--- src/rtl/ram_bist.sv ---
// ram_bist: march-style built-in self test around an internal single-port RAM.
// One pass writes a pattern to every word, reads every word back, compares each
// read against the expected pattern, and reports an error count and the first
// failing address. An optional single-bit fault can be planted for self-checking.
module ram_bist #(
    parameter int DATA_W = 8,
    parameter int ADDR_W = 8,
    parameter int DEPTH  = 256
) (
    input  logic              clk,
    input  logic              rst_n,
    input  logic              start,
    input  logic [1:0]        mode,
    input  logic              loop,
    input  logic              inj,
    output logic [DATA_W-1:0] q,
    output logic              busy,
    output logic              done,
    output logic              pass,
    output logic [15:0]       err_cnt,
    output logic [ADDR_W-1:0] err_addr
);

    localparam logic [2:0] S_IDLE  = 3'd0;
    localparam logic [2:0] S_WRITE = 3'd1;
    localparam logic [2:0] S_READ  = 3'd2;
    localparam logic [2:0] S_DRAIN = 3'd3;
    localparam logic [2:0] S_DONE  = 3'd4;

    localparam logic [ADDR_W-1:0] LAST_ADDR = ADDR_W'(DEPTH - 1);
    localparam logic [ADDR_W-1:0] INJ_ADDR  = ADDR_W'(DEPTH / 2);

    logic [DATA_W-1:0] mem [DEPTH];

    logic [2:0]        state_q, state_d;
    logic [ADDR_W-1:0] addr_q, addr_d;
    logic [1:0]        mode_q, mode_d;
    logic              inj_q, inj_d;
    logic [15:0]       err_cnt_q, err_cnt_d;
    logic [ADDR_W-1:0] err_addr_q, err_addr_d;
    logic              pass_q, pass_d;
    logic [DATA_W-1:0] q_q;
    logic              cmp_vld_q;
    logic [ADDR_W-1:0] cmp_addr_q;
    logic [DATA_W-1:0] wdata;
    logic              mismatch;

    // Expected word for an address: address count, its inverse, or 0x55/0xAA checkerboard.
    function automatic logic [DATA_W-1:0] pattern(input logic [1:0] m, input logic [ADDR_W-1:0] a);
        logic [DATA_W+ADDR_W-1:0] ext;
        logic [DATA_W-1:0]        base;
        logic [DATA_W-1:0]        alt;
        ext  = {{DATA_W{1'b0}}, a};
        base = ext[DATA_W-1:0];
        for (int i = 0; i < DATA_W; i++) begin
            alt[i] = (i[0] == a[0]);
        end
        case (m)
            2'd1:    pattern = ~base;
            2'd2:    pattern = alt;
            default: pattern = base;
        endcase
    endfunction

    // Pattern sequence used when a pass auto-restarts; mode 3 is an alias of mode 0.
    function automatic logic [1:0] next_mode(input logic [1:0] m);
        case (m)
            2'd0:    next_mode = 2'd1;
            2'd1:    next_mode = 2'd2;
            2'd2:    next_mode = 2'd0;
            default: next_mode = 2'd1;
        endcase
    endfunction

    assign wdata    = pattern(mode_q, addr_q)
                    ^ {{(DATA_W-1){1'b0}}, (inj_q && (addr_q == INJ_ADDR))};
    assign mismatch = cmp_vld_q && (q_q != pattern(mode_q, cmp_addr_q));

    // Sequencer next state plus error bookkeeping for the read just returned.
    always_comb begin
        state_d    = state_q;
        addr_d     = addr_q;
        mode_d     = mode_q;
        inj_d      = inj_q;
        err_cnt_d  = err_cnt_q;
        err_addr_d = err_addr_q;
        pass_d     = pass_q;
        case (state_q)
            S_IDLE: begin
                if (start) begin
                    mode_d     = mode;
                    inj_d      = inj;
                    err_cnt_d  = '0;
                    err_addr_d = '0;
                    pass_d     = 1'b0;
                    addr_d     = '0;
                    state_d    = S_WRITE;
                end
            end
            S_WRITE: begin
                if (addr_q == LAST_ADDR) begin
                    addr_d  = '0;
                    state_d = S_READ;
                end else begin
                    addr_d = addr_q + ADDR_W'(1);
                end
            end
            S_READ: begin
                if (addr_q == LAST_ADDR) begin
                    addr_d  = '0;
                    state_d = S_DRAIN;
                end else begin
                    addr_d = addr_q + ADDR_W'(1);
                end
            end
            S_DRAIN: state_d = S_DONE;
            S_DONE: begin
                if (loop) begin
                    mode_d  = next_mode(mode_q);
                    addr_d  = '0;
                    state_d = S_WRITE;
                end else begin
                    state_d = S_IDLE;
                end
            end
            default: state_d = S_IDLE;
        endcase
        if (mismatch) begin
            if (err_cnt_q != 16'hFFFF) begin
                err_cnt_d = err_cnt_q + 16'd1;
            end
            if (err_cnt_q == 16'd0) begin
                err_addr_d = cmp_addr_q;
            end
        end
        // The last read is compared in DRAIN, so the verdict includes it.
        if (state_q == S_DRAIN) begin
            pass_d = (err_cnt_d == 16'd0);
        end
    end

    // Control and status registers, forced to idle values by reset.
    always_ff @(posedge clk or negedge rst_n) begin
        if (!rst_n) begin
            state_q    <= S_IDLE;
            addr_q     <= '0;
            mode_q     <= 2'd0;
            inj_q      <= 1'b0;
            err_cnt_q  <= '0;
            err_addr_q <= '0;
            pass_q     <= 1'b0;
            cmp_vld_q  <= 1'b0;
            cmp_addr_q <= '0;
        end else begin
            state_q    <= state_d;
            addr_q     <= addr_d;
            mode_q     <= mode_d;
            inj_q      <= inj_d;
            err_cnt_q  <= err_cnt_d;
            err_addr_q <= err_addr_d;
            pass_q     <= pass_d;
            cmp_vld_q  <= (state_q == S_READ);
            cmp_addr_q <= addr_q;
        end
    end

    // RAM array write port; contents deliberately carry no reset.
    always_ff @(posedge clk) begin
        if (state_q == S_WRITE) begin
            mem[addr_q] <= wdata;
        end
    end

    // Registered RAM read data, one cycle after the address is issued.
    always_ff @(posedge clk or negedge rst_n) begin
        if (!rst_n) begin
            q_q <= '0;
        end else if (state_q == S_READ) begin
            q_q <= mem[addr_q];
        end
    end

    assign q        = q_q;
    assign busy     = (state_q == S_WRITE) || (state_q == S_READ) || (state_q == S_DRAIN);
    assign done     = (state_q == S_DONE);
    assign pass     = pass_q;
    assign err_cnt  = err_cnt_q;
    assign err_addr = err_addr_q;

endmodule
--- config.mk ---
export PLATFORM = sky130hd
export DESIGN_NAME = ram_bist
export DESIGN_NICKNAME = d
export VERILOG_FILES = /design/src/rtl/ram_bist.sv
export SDC_FILE = /design/constraint.sdc
export NUM_CORES = 2
export LEC_CHECK = 0
export CORE_MARGIN = 1
export CORE_UTILIZATION = 50
export DETAILED_ROUTE_END_ITERATION = 10
export PLACE_DENSITY = 0.65
export SYNTH_ARGS = -nofsm -noshare
export SYNTH_HDL_FRONTEND = slang
export SYNTH_SLANG_ARGS = --single-unit
--- constraint.sdc ---
create_clock -name clk -period 26.8 [get_ports clk]
set_input_delay 5.36 -clock clk [delete_from_list [all_inputs] [get_ports clk]]
set_output_delay 5.36 -clock clk [all_outputs]
set_load 0.02 [all_outputs]
Yosys cells after proc, flatten, opt, wreduce, memory -nomap -nowiden
Memories as Yosys holds them, arrays and structs flattened. A register that Yosys moved wholly into a read port is not among the register bits.
Cells that the tools add are included.
- logic and storage cells: 77
- RAM bits: 2048
- memories kept: 1
- bits in registers: 48
- output and inout port bits: 35
- equal/unequal tests: 14
- muxes and demuxes: 28
- reductions and logical operators: 18
- add/sub/neg operators: 2
- bitwise logic cells: 5
- memory list (memory ; words ; width ; rd ports ; clocked after memory_dff ; write ports ; RTL line ; source):
    mem ; 256 ; 8 ; 1 ; 1 ; 1 ; 33 ; logic [DATA_W-1:0] mem [DEPTH];
- operators by type and width (cell ; number):
    $mux 16 ; 4
    $mux 8 ; 7
    $logic_not 16->1 ; 2
    $pmux 8 s2 ; 2
    $pmux 8 s3 ; 1
    $add 16x1->16 const B ; 1
    $eq 8x8->1 const B ; 2
    $ne 16x16->1 const B ; 1
    $not 8->8 ; 2
    $pmux 3 s5 ; 1
    $mux 3 ; 3
    $reduce_and 3->1 ; 3
    $add 8x1->8 const B ; 1
    $ne 2x2->1 const B ; 4
    $ne 8x8->1 ; 1
    $pmux 2 s2 ; 2
    $xor 8x1->8 ; 1
    $eq 3x2->1 const B ; 2
    $mux 1 ; 6
    $reduce_bool 2->1 ; 3
    $mux 2 ; 2
    $reduce_and 2->1 ; 2
    $eq 3x1->1 const B ; 1
    $eq 3x3->1 const B ; 1
    9 further kinds ; 12

Depth between registers and ports, before layout
- depth after elaboration: 7
- depth in mapped cells: 14

Worst setup path before layout
No wires, ideal clock.
- path kind: register -> register
- from: register addr_q[0]
- to: memory mem[0][0], data pin
- data required time: 25.275 ns
- setup slack: 16.352 ns
- stages on the path, launching flop included: 14
- arrival: 8.923 ns
- path through: dfrtp_1 -> buf_4 -> buf_6 -> buf_4 -> buf_4 -> buf_2 -> buf_2 -> inv_1 -> ha_1 -> buf_1 -> nand2_1 -> nor2_1 -> nand2_1 -> xor2_1
- longest elaborated chain between the ends: 3
- elaborated cells on any way between the ends: 6
- RTL lines (what ; RTL line ; source):
    start: declaration ; 36 ; logic [ADDR_W-1:0] addr_q, addr_d;
    start signal: assignment ; 156 ; addr_q <= addr_d;
    $eq 8x8->1 (tied with other cells) ; 76 ; ^ {{(DATA_W-1){1'b0}}, (inj_q && (addr_q == INJ_ADDR))};
    $logic_and 1x1->1 or $pmux 8 s2 (tied branches) ; 76, 58 ;
    $xor 8x1->8 * ; 76 ;
    net wdata[0] ; 45 ; logic [DATA_W-1:0] wdata;
    end: declaration ; 33 ;
Mark *: on every way through the listed nets, which the timed path passes. The rest lies on a longest branch.

Worst setup path in the final report
- from: register state_q[0]
- to: output done
- longest elaborated chain between the ends: 1
- RTL lines (what ; RTL line ; source):
    start: declaration ; 35 ; logic [2:0] state_q, state_d;
    start signal: assignment ; 155 ; state_q <= state_d;
    $eq 3x3->1 ; 185 ; assign done = (state_q == S_DONE);
    end: declaration ; 18 ; output logic done,
No other way between the ends.

==> metrics.cfg <==
[yosys]
synth_cell_types=60
syn_area_per_cell_um2=22.1
ys.flop_type=edfxtp_1
yosysMostFrequentCell=edfxtp_1
syn_nets=3739
synth-edff-count=2048
synth_common_cells=2048 x edfxtp_1, 649 x mux4_2, 304 x nor2_1, 122 x clkbuf_1, 101 x nand2_1
synthesis.area_um2=82200
synth.area.top_cells=edfxtp_1 75%, mux4_2 18%, dfrtp_1 1.7%, nor2_1 1.4%, clkbuf_1 0.56%
synth-seq-cells=2104
yosys_warnings=0
netlist.area_leader.share_pct=74.8
synthArstFlopShare_pct=2.66
ys_seq_area_share_pct=76.5
synthCells=3723
yosys.area.top_type=edfxtp_1

[timing]
period_needed_ns=7.78
finalHoldViolations=0
grt_setup_unrepaired=false
fin_crit_sh_pct=29.0
tightest_slew_ns=1.21
setup_tns_ns=0
setup_violations=0
slew_viol_final=0
setup_ws_ns=19.02
fmax_mhz=128
finClkSkew_ns=0.0468
relSlewSlack_pct=19.6

[power_and_ir_drop]
power_frac_seq_pct=44.6
p_leak_uw=0.0281
comb_power_share_pct=30.1
power_frac_clock_pct=25.3
power.density_nw_per_um2=120
ir_worst_vdd_v=0.000241
p_sw_share_pct=32.3
intPower_uw=7410
p_sw_uw=3540

[clock_network]
cts_hold_buf=0
clkTransAtPathRegs_ns=0.06
cts.path.max_buffers=3
clk-insertion-delay-late_ns=0.86
cts_max_level=4
cts_made_buffers=205
cts.sinks=2104
root_buffer=clkbuf_16
post_cts_resize_count=0
cts_tree=built
cts_setup_buffers=0

[critical_path]
ff2ff_path_depth=11
path_max_fanout=10
critPathKind=reg2out
required_ns=21.44
arrival_ns=2.42
critPathLaunchType=flop
end_kind=primary output

[floorplanning]
initial_core_util_pct=50.5
die-area_um2=166000
die_x_um=408
row_count=148
ioPinCount=42
core_area_um2=163000
fp.dieH_um=408

[hold_path]
hold_path_depth=2
min_path_type=reg2reg

[placed_design]
gp_congestion=0.820
dp_hpwl_mm=113
io_buffers=41
dp_slack_ns=18.67

[final_layout]
fin_util_pct=56.3
fillers=11899
nets=3844
syn_to_final_growth_pct=11.5
drive_gt1_share_pct=26.0

[global_route]
overflow=0
grt_pass1_wl_mm=280
grt_max_degree=165
grt_pass1_vias=38740
globalRouteMet3Util_pct=4.63
grt_use_total_pct=23.5
busiest_layer=met2
use_met2_pct=36.4
grt_use_met1_pct=34.4
antenna_found_initial=5

[status]
status=completed

[drt]
post_drt_via_cell_ratio=6.30
postRouteAntennaNets=0
first_iter_violations=4635
dr_total_vias=38853
wire_per_inst_um=31.3
drt_pass1_iterations=5
wl_mm=193
drc_errors=0

[job]
maxCapViolCount=0

power groups by stage:
stage,clock network [µW],logic [µW],registers [µW]
finish,2770,3290,4890
detailed placement,0,3350,4960
floorplan,0,1960,5400
CTS,2810,3350,4890
global route,2930,3500,4900
global placement,0,3250,4950
logic make-up (layout without fill, tap and decap cells):
family | count (synthesis) | in the layout | share of synthesized area (%)
adders and majority gates | 9 | 9 | 0.137
muxes | 660 | 660 | 17.9
buffers and inverters | 242 | 514 | 1.31
AOI/OAI and AO/OA | 141 | 141 | 1.09
DFF | 2104 | 2104 | 76.5
xor gates and xnor gates | 14 | 14 | 0.149
and+or+nand+nor | 553 | 553 | 2.90
other | 0 | 2 | 0
sequential cells by signal (all words and copies together) (netlist names):
name,cells
addr_q,8
cmp_addr_q,8
cmp_vld_q,1
err_addr,8
err_cnt,16
inj_q,1
mem,2048
mode_q,2
pass,1
q,8
state_q,3
worst paths after layout:
check                           start    endpoint  slack [ns]
setup / recovery           state_q[0]        done       19.02
hold / removal                  inj_q       inj_q        0.50
setup reg to reg            addr_q[0]        q[6]       20.62
hold reg to reg                 inj_q       inj_q        0.50
max in group asynchronous       rst_n   addr_q[1]       21.56
min in group asynchronous       rst_n  err_cnt[3]        4.65
placed cells by master, fill, tap and decap left out, types with 7 or more instances in the layout:
master	instances
clkinv_1	47
nor2_1	299
dfrtp_1	53
nor2b_1	10
o21ai_0	36
clkbuf_1	48
clkbuf_16	210
bufinv_16	11
a21oi_1	22
xor2_1	8
nand4_1	18
edfxtp_1	2048
o31ai_1	14
mux2i_1	10
a31oi_1	10
nand2b_1	10
inv_1	16
clkdlybuf4s50_1	40
nand2_1	101
mux4_2	649
a21oi_4	7
clkinv_2	34
and3_1	25
buf_4	73
ha_1	9
nand3_1	49
buf_12	7
nor3_1	10
worst max-delay path, cell delays in order, from the launching register on:
cell and delay (ns):
dfrtp_1 0.49, nor2_1 0.23, nand2_1 0.16, inv_1 0.09
clkdlybuf4s50_1 0.60
metal layers:
layer / wire, µm / share of wire, % / vias up
met4: 4960 / 2.6 / 4
met1: 78500 / 41 / 20930
met2: 93100 / 48 / 1778
met5: 27 / 0.014 / -
met3: 16700 / 8.7 / 296
li1: - / - / 15845
per-stage QoR:
stage | instance area, µm² | total power (µW) | instances | hold slack, ns
final | 91700 | 11000 | 6172 | 0.505
after global routing | 91700 | 11300 | 6170 | 0.540
after CTS | 91700 | 11100 | 6170 | 0.507
after detailed placement | 85200 | 8310 | 5796 | 0.490
after global placement | 85200 | 8200 | 5796 | 0.483
after floorplan | 82200 | 7370 | 3723 | 0.352
final cells by class:
class	instances	area, µm²	share of cell area [%]
Antenna cell	2	5.00	0.00546
Clock inverter	115	1010	1.11
Sequential cell	2104	62900	68.6
Timing Repair Buffer	121	1090	1.19
Inverter	19	78.8	0.0860
Tap cell	2175	2720	2.97
Clock buffer	259	5450	5.94
Multi-Input combinational cell	1377	18400	20.1
Power figures use the tool's default switching activity.
